==> config.mk <==
export PLATFORM = sky130hd
export DESIGN_NAME = team_06_voice_ctrl
export DESIGN_NICKNAME = d
export VERILOG_FILES = /design/src/rtl/team_06_ctrl_pkg.sv /design/src/rtl/team_06_btn_debounce.sv /design/src/rtl/team_06_voice_ctrl.sv
export SDC_FILE = /design/constraint.sdc
export NUM_CORES = 1
export LEC_CHECK = 0
export ABC_AREA = 1
export BUFFER_PORTS_ARGS = -buffer_cell sky130_fd_sc_hd__buf_2
export CELL_PAD_IN_SITES_DETAIL_PLACEMENT = 1
export CELL_PAD_IN_SITES_GLOBAL_PLACEMENT = 2
export CORE_ASPECT_RATIO = 1.2
export CORE_MARGIN = 2
export CORE_UTILIZATION = 30
export CTS_BUF_LIST = sky130_fd_sc_hd__clkbuf_2
export DETAILED_ROUTE_END_ITERATION = 7
export GPL_TIMING_DRIVEN = 1
export HOLD_SLACK_MARGIN = 0.02
export PLACE_DENSITY = 0.86
export SYNTH_ARGS = -nofsm -noshare
export SYNTH_HDL_FRONTEND = slang
export SYNTH_SLANG_ARGS = --single-unit
==> constraint.sdc <==
create_clock -name clk -period 1.49 [get_ports clk]
set_input_delay 0.447 -clock clk [delete_from_list [all_inputs] [get_ports clk]]
set_output_delay 0.447 -clock clk [all_outputs]
set_load 0.01 [all_outputs]
==> src/rtl/team_06_ctrl_pkg.sv <==
// rtl/team_06_ctrl_pkg.sv - shared state encoding and effect codes for the team_06 voice controller
package team_06_ctrl_pkg;

    typedef enum logic [1:0] {
        LIST = 2'd0,
        TALK = 2'd1,
        HANG = 2'd2
    } ctrl_state_t;

    localparam int unsigned NORMAL  = 0;
    localparam int unsigned ECHO    = 1;
    localparam int unsigned TREMOLO = 2;
    localparam int unsigned REVERB  = 3;
    localparam int unsigned SOFT    = 4;

endpackage

==> src/rtl/team_06_btn_debounce.sv <==
// rtl/team_06_btn_debounce.sv - two-flop synchroniser, stability debouncer and rising-edge pulse for one button
// Ports: clk, rst (sync, active-high), btn_in (raw async button),
//        level (debounced level), rise_pulse (one cycle on accepted 0->1)
module team_06_btn_debounce
    import team_06_ctrl_pkg::*;
#(
    parameter int DEBOUNCE_CYCLES = 16
) (
    input  logic clk,
    input  logic rst,
    input  logic btn_in,
    output logic level,
    output logic rise_pulse
);

    localparam int CW = (DEBOUNCE_CYCLES > 1) ? $clog2(DEBOUNCE_CYCLES) : 1;
    localparam logic [CW-1:0] CNT_LAST = CW'(DEBOUNCE_CYCLES - 1);

    logic          sync_1;
    logic          sync_2;
    logic [CW-1:0] cnt;
    logic          lvl;
    logic          lvl_d;

    always_ff @(posedge clk) begin
        if (rst) begin
            sync_1 <= 1'b0;
            sync_2 <= 1'b0;
            cnt    <= '0;
            lvl    <= 1'b0;
            lvl_d  <= 1'b0;
        end else begin
            sync_1 <= btn_in;
            sync_2 <= sync_1;
            lvl_d  <= lvl;
            // Any cycle agreeing with the accepted level restarts the stability count.
            if (sync_2 == lvl) begin
                cnt <= '0;
            end else if (cnt == CNT_LAST) begin
                lvl <= sync_2;
                cnt <= '0;
            end else begin
                cnt <= cnt + 1'b1;
            end
        end
    end

    assign level      = lvl;
    assign rise_pulse = lvl & ~lvl_d;

endmodule

==> src/rtl/team_06_voice_ctrl.sv <==
// rtl/team_06_voice_ctrl.sv - talk/listen control FSM with noise-gate hang and deferred effect changes
// Ports: clk, rst (sync, active-high); mic_aud/spk_aud samples (offset-binary);
//        ptt_btn, ng_btn, effect_btn, mute_btn raw buttons;
//        state, talk_en, vol_en, current_effect, mute_tog, noise_gate_tog, gate_open
module team_06_voice_ctrl
    import team_06_ctrl_pkg::*;
#(
    parameter int DATA_W          = 8,
    parameter int NUM_EFFECTS     = 5,
    parameter int GATE_THRESH     = 64,
    parameter int HANG_CYCLES     = 1024,
    parameter int DEBOUNCE_CYCLES = 16
) (
    input  logic                           clk,
    input  logic                           rst,
    input  logic [DATA_W-1:0]              mic_aud,
    input  logic [DATA_W-1:0]              spk_aud,
    input  logic                           ptt_btn,
    input  logic                           ng_btn,
    input  logic                           effect_btn,
    input  logic                           mute_btn,
    output logic [1:0]                     state,
    output logic                           talk_en,
    output logic                           vol_en,
    output logic [$clog2(NUM_EFFECTS)-1:0] current_effect,
    output logic                           mute_tog,
    output logic                           noise_gate_tog,
    output logic                           gate_open
);

    localparam int EW = $clog2(NUM_EFFECTS);
    localparam int HW = (HANG_CYCLES > 1) ? $clog2(HANG_CYCLES) : 1;
    localparam logic [DATA_W-1:0] MID       = {1'b1, {(DATA_W-1){1'b0}}};
    localparam logic [EW-1:0]     EFF_LAST  = EW'(NUM_EFFECTS - 1);
    localparam logic [HW-1:0]     HANG_INIT = HW'(HANG_CYCLES - 1);
    localparam logic [DATA_W:0]   THRESH    = (DATA_W+1)'(GATE_THRESH);

    function automatic logic [EW-1:0] eff_next(input logic [EW-1:0] e);
        return (e == EFF_LAST) ? '0 : e + 1'b1;
    endfunction

    logic ptt_lvl, unused_ptt_pulse;
    logic unused_ng_lvl, ng_pulse;
    logic unused_eff_lvl, eff_pulse;
    logic unused_mute_lvl, mute_pulse;

    team_06_btn_debounce #(.DEBOUNCE_CYCLES(DEBOUNCE_CYCLES)) u_ptt (
        .clk(clk), .rst(rst), .btn_in(ptt_btn), .level(ptt_lvl), .rise_pulse(unused_ptt_pulse));
    team_06_btn_debounce #(.DEBOUNCE_CYCLES(DEBOUNCE_CYCLES)) u_ng (
        .clk(clk), .rst(rst), .btn_in(ng_btn), .level(unused_ng_lvl), .rise_pulse(ng_pulse));
    team_06_btn_debounce #(.DEBOUNCE_CYCLES(DEBOUNCE_CYCLES)) u_eff (
        .clk(clk), .rst(rst), .btn_in(effect_btn), .level(unused_eff_lvl), .rise_pulse(eff_pulse));
    team_06_btn_debounce #(.DEBOUNCE_CYCLES(DEBOUNCE_CYCLES)) u_mute (
        .clk(clk), .rst(rst), .btn_in(mute_btn), .level(unused_mute_lvl), .rise_pulse(mute_pulse));

    // Magnitude about the offset-binary midpoint; the larger operand is always
    // subtracted from, so the result fits DATA_W bits even for mic_aud == 0.
    logic [DATA_W-1:0] mag;
    always_comb begin
        mag = (mic_aud >= MID) ? (mic_aud - MID) : (MID - mic_aud);
    end
    assign gate_open = ({1'b0, mag} >= THRESH);

    ctrl_state_t   state_q, state_d;
    logic [HW-1:0] hang_cnt, hang_d;
    logic          pend;
    logic          spk, req;

    assign spk = (spk_aud != '0);
    assign req = ptt_lvl | (noise_gate_tog & gate_open);

    always_comb begin
        state_d = state_q;
        hang_d  = hang_cnt;
        case (state_q)
            LIST: begin
                if (!spk && req) state_d = TALK;
            end
            TALK: begin
                if (spk)                              state_d = LIST;
                else if (ptt_lvl)                     state_d = TALK;
                else if (noise_gate_tog && gate_open) state_d = TALK;
                else if (noise_gate_tog) begin
                    state_d = HANG;
                    hang_d  = HANG_INIT;
                end
                else                                  state_d = LIST;
            end
            HANG: begin
                if (spk || !noise_gate_tog) state_d = LIST;
                else if (req)               state_d = TALK;
                else if (hang_cnt == '0)    state_d = LIST;
                else                        hang_d  = hang_cnt - 1'b1;
            end
            default: state_d = LIST;
        endcase
    end

    always_ff @(posedge clk) begin
        if (rst) begin
            state_q        <= LIST;
            hang_cnt       <= '0;
            pend           <= 1'b0;
            current_effect <= EW'(NORMAL);
            mute_tog       <= 1'b0;
            noise_gate_tog <= 1'b0;
        end else begin
            state_q  <= state_d;
            hang_cnt <= hang_d;
            if (mute_pulse) mute_tog       <= ~mute_tog;
            if (ng_pulse)   noise_gate_tog <= ~noise_gate_tog;
            // Effect changes are held while transmitting so the far end never
            // hears a switch mid-phrase; they land on the first listen cycle.
            if (state_q == LIST) begin
                if (pend && eff_pulse)     current_effect <= eff_next(eff_next(current_effect));
                else if (pend || eff_pulse) current_effect <= eff_next(current_effect);
                pend <= 1'b0;
            end else if (eff_pulse) begin
                pend <= 1'b1;
            end
        end
    end

    assign state   = state_q;
    assign talk_en = (state_q != LIST);
    assign vol_en  = (state_q == LIST) & ~mute_tog;

endmodule
==> impl_results.md <==
* Status: finished, violations left
* Failing checks: negative setup slack
* First-pass GRT wire length at 10.5 mm
* Multi-input combinational cell area at 1360 sq um
* Leak at 0.00159 uW
* Gpl congestion at 0.838
* Post-Synthesis Cell Area at 2320 sq um
* Drt first pass iters at 4
* Fmax at 600 MHz
* Routed WL at 6.21 mm
* WHS Endpoint: u_eff.sync_1
* Setup violators final at 14
* Post-route ant nets at 0
* Gr ovfl total at 0
* Met2 Routed Length at 3.56 mm
* Vias in the first global route at 2523
* Num ports at 32
* Distinct cells, synth at 27
* Hold path cells at 3
* Crit Path Max Fanout at 3
* Max-cap viol count at 0
* Largest area contributor in the netlist: dfxtp_1
* Overall global routing resource usage at 15.2%
* Skew final at 0.0103 ns
* Synth area leaders: dfxtp_1 (42%), nor2_1 (9.2%), nand2_1 (8.4%)
* Commonest non-fill, non-tap cells in the layout: nor2_1 (47), inv_1 (44), buf_4 (44)
* CP Capture Type: primary output
* Post-DR vias/cell at 4.67
* CP Data Required Time at 1.04 ns
* VDD IR max at 0.579 mV
* Drt first-iter violations at 47
* Die width at 84.3 um
* DIE HEIGHT at 100 um
* Most common cell after layout, fill and taps aside: nor2_1
* CTS tree: yes
* Fin crit period at 1.67 ns
* PwrDens at 631 nW/um^2
* Layout cells sized above 1 at 40.2%
* Largest net degree at the start of global routing at 17
* Relative slew slack at 78.4%
* Reg2reg start: state[0]
* Syn Area/Cell at 6.99 sq um
* Unrepaired setup endpoints after global routing: true
* Fillers at 959
* Final hold violations at 0
* Worst EP arrival at 1.22 ns
* R2r endpoint: hang_cnt[6]
* Wl on met1 at 2.43 mm
* Hold/Removal Path Class: in2reg
* Hold WS at 0.184 ns
* Post-route worst setup slack at -0.175 ns
* Final TNS setup at -0.849 ns
* Core area at 7580 sq um
* WL/cell at 12.2 um
* Synth Instances at 332
* Initial core utilization at 30.6%
* Top routing layer in use: met4
* CTS Buf Count at 5
* Crit start category: flop
* Port buffer count at 31
* Htree depth at 2
* Die area at 8450 sq um
* Root buffer cell: clkbuf_2
* Synth top area share at 42.3%
* Tightest Pin Transition at 0.323 ns
* FP Rows at 35
* Clk Latency, worst-skew pair at 0.42 ns
* Yosys warnings at 0
* Worst r2r path cells at 11
* Clock Path Buffers at 2
* Met3 wire len at 133 um
* Dpl hpwl at 4.53 mm
* Reg clk slew, reported paths at 0.25 ns
* Mapped Nets at 363
* Area delta synth->final at 48.9%
* CP Class: reg2out
* Via count at 2383
* Ant diodes at 0
* Max-slew violations at 0
* Clock tree sinks at 49
* Initial antenna violation count at 0
* Final Cycle Share at 112%
* R2R setup slack at -0.09 ns
* Reg area at 1010 sq um
* Fin nets at 448
* Post-synthesis sequential area ratio at 42.3%
* Yosys reg bits at 49
* DRC Markers at 0
* HP Start: effect_btn
-- report_power, final --
group / switching, uW / total [uW] / leakage (uW) / internal [uW]
Sequential: 6.47 / 1320 / 0.000403 / 1320
Combinational: 62.3 / 125 / 0.00114 / 62.2
Clock: 444 / 732 / 0.0000433 / 288
Total: 513 / 2180 / 0.00159 / 1670
-- worst max-delay path: stages, from the launching register on --
cell     delay, ns
dfxtp_4       0.43
nor2_4        0.12
inv_2         0.06
nor2_2        0.07
buf_2         0.12
-- through the flow --
| stage | setup WS [ns] | cells | utilization (%) | cell area [sq um] | total power [uW] |
|---|---|---|---|---|---|
| global route | -0.300 | 510 | 45.6 | 3450 | 2290 |
| global placement | -0.197 | 488 | 38.9 | 2950 | 1450 |
| finish | -0.175 | 510 | 45.6 | 3450 | 2180 |
| floorplan | -0.0571 | 332 | - | 2400 | 1400 |
| detailed placement | -0.296 | 488 | 38.9 | 2950 | 1460 |
| CTS | -0.186 | 505 | 42.5 | 3220 | 2210 |
-- worst max-delay path by stage --
stage                     startpoint          end  cells past startpoint
after global placement    spk_aud[4]  hang_cnt[5]                     14
after CTS                   state[0]       vol_en                      4
after floorplan           spk_aud[4]  hang_cnt[4]                     13
after global routing        state[1]       vol_en                      4
final                       state[1]       vol_en                      4
after detailed placement  spk_aud[1]  hang_cnt[6]                     14
-- Yosys cell counts, drive strengths merged --
library cell	n
dfxtp	49
nor3	7
clkinv	2
o21a	1
o211ai	2
nor2	61
o21ai	18
a21oi	16
o22ai	1
clkbuf	4
inv	56
and2	1
nand3	31
buf	2
a211oi	1
nand4	9
nand2	56
o31ai	2
xor2	4
ha	9
-- cells by family after synthesis --
group	Yosys count	share of synthesized area, %
buffers and inverters	64	10.7
and+or+nand+nor	165	30.9
DFF	49	42.3
AOI/OAI and AO/OA	41	9.71
xor gates and xnor gates	4	1.51
adders and majority gates	9	4.85
-- per-layer routing --
layer	up-vias	GRT usage, %
met4	0	3.85
met3	9	2.63
met1	1134	14.7
li1	1221	-
met2	19	32.2
met5	-	0
-- flip-flops by register name, indices dropped and copies added, names as in the netlist, 2 cells and up --
name / count
hang_cnt: 10
u_eff.cnt: 4
u_mute.cnt: 4
u_ng.cnt: 4
u_ptt.cnt: 4
current_effect: 3
state: 2
-- timing repair --
action                                  in CTS  in global routing
hold buffers                                 0                  0
hold endpoints to repair                     0                  0
buffers inserted                             8                  5
endpoints found under the setup margin      22                 24
resized for setup                           37                 45
gates cloned                                 1                  0
pin swaps                                   15                 26
-- layout make-up --
cell class	count	share of cell area (%)
Clock buffer	5	0.725
Clock inverter	3	1.27
Inverter	58	6.38
Multi-Input combinational cell	219	39.2
Sequential cell	49	29.2
Tap cell	92	3.33
Timing Repair Buffer	84	19.9
Note: power is estimated with default switching activity, not from simulation.
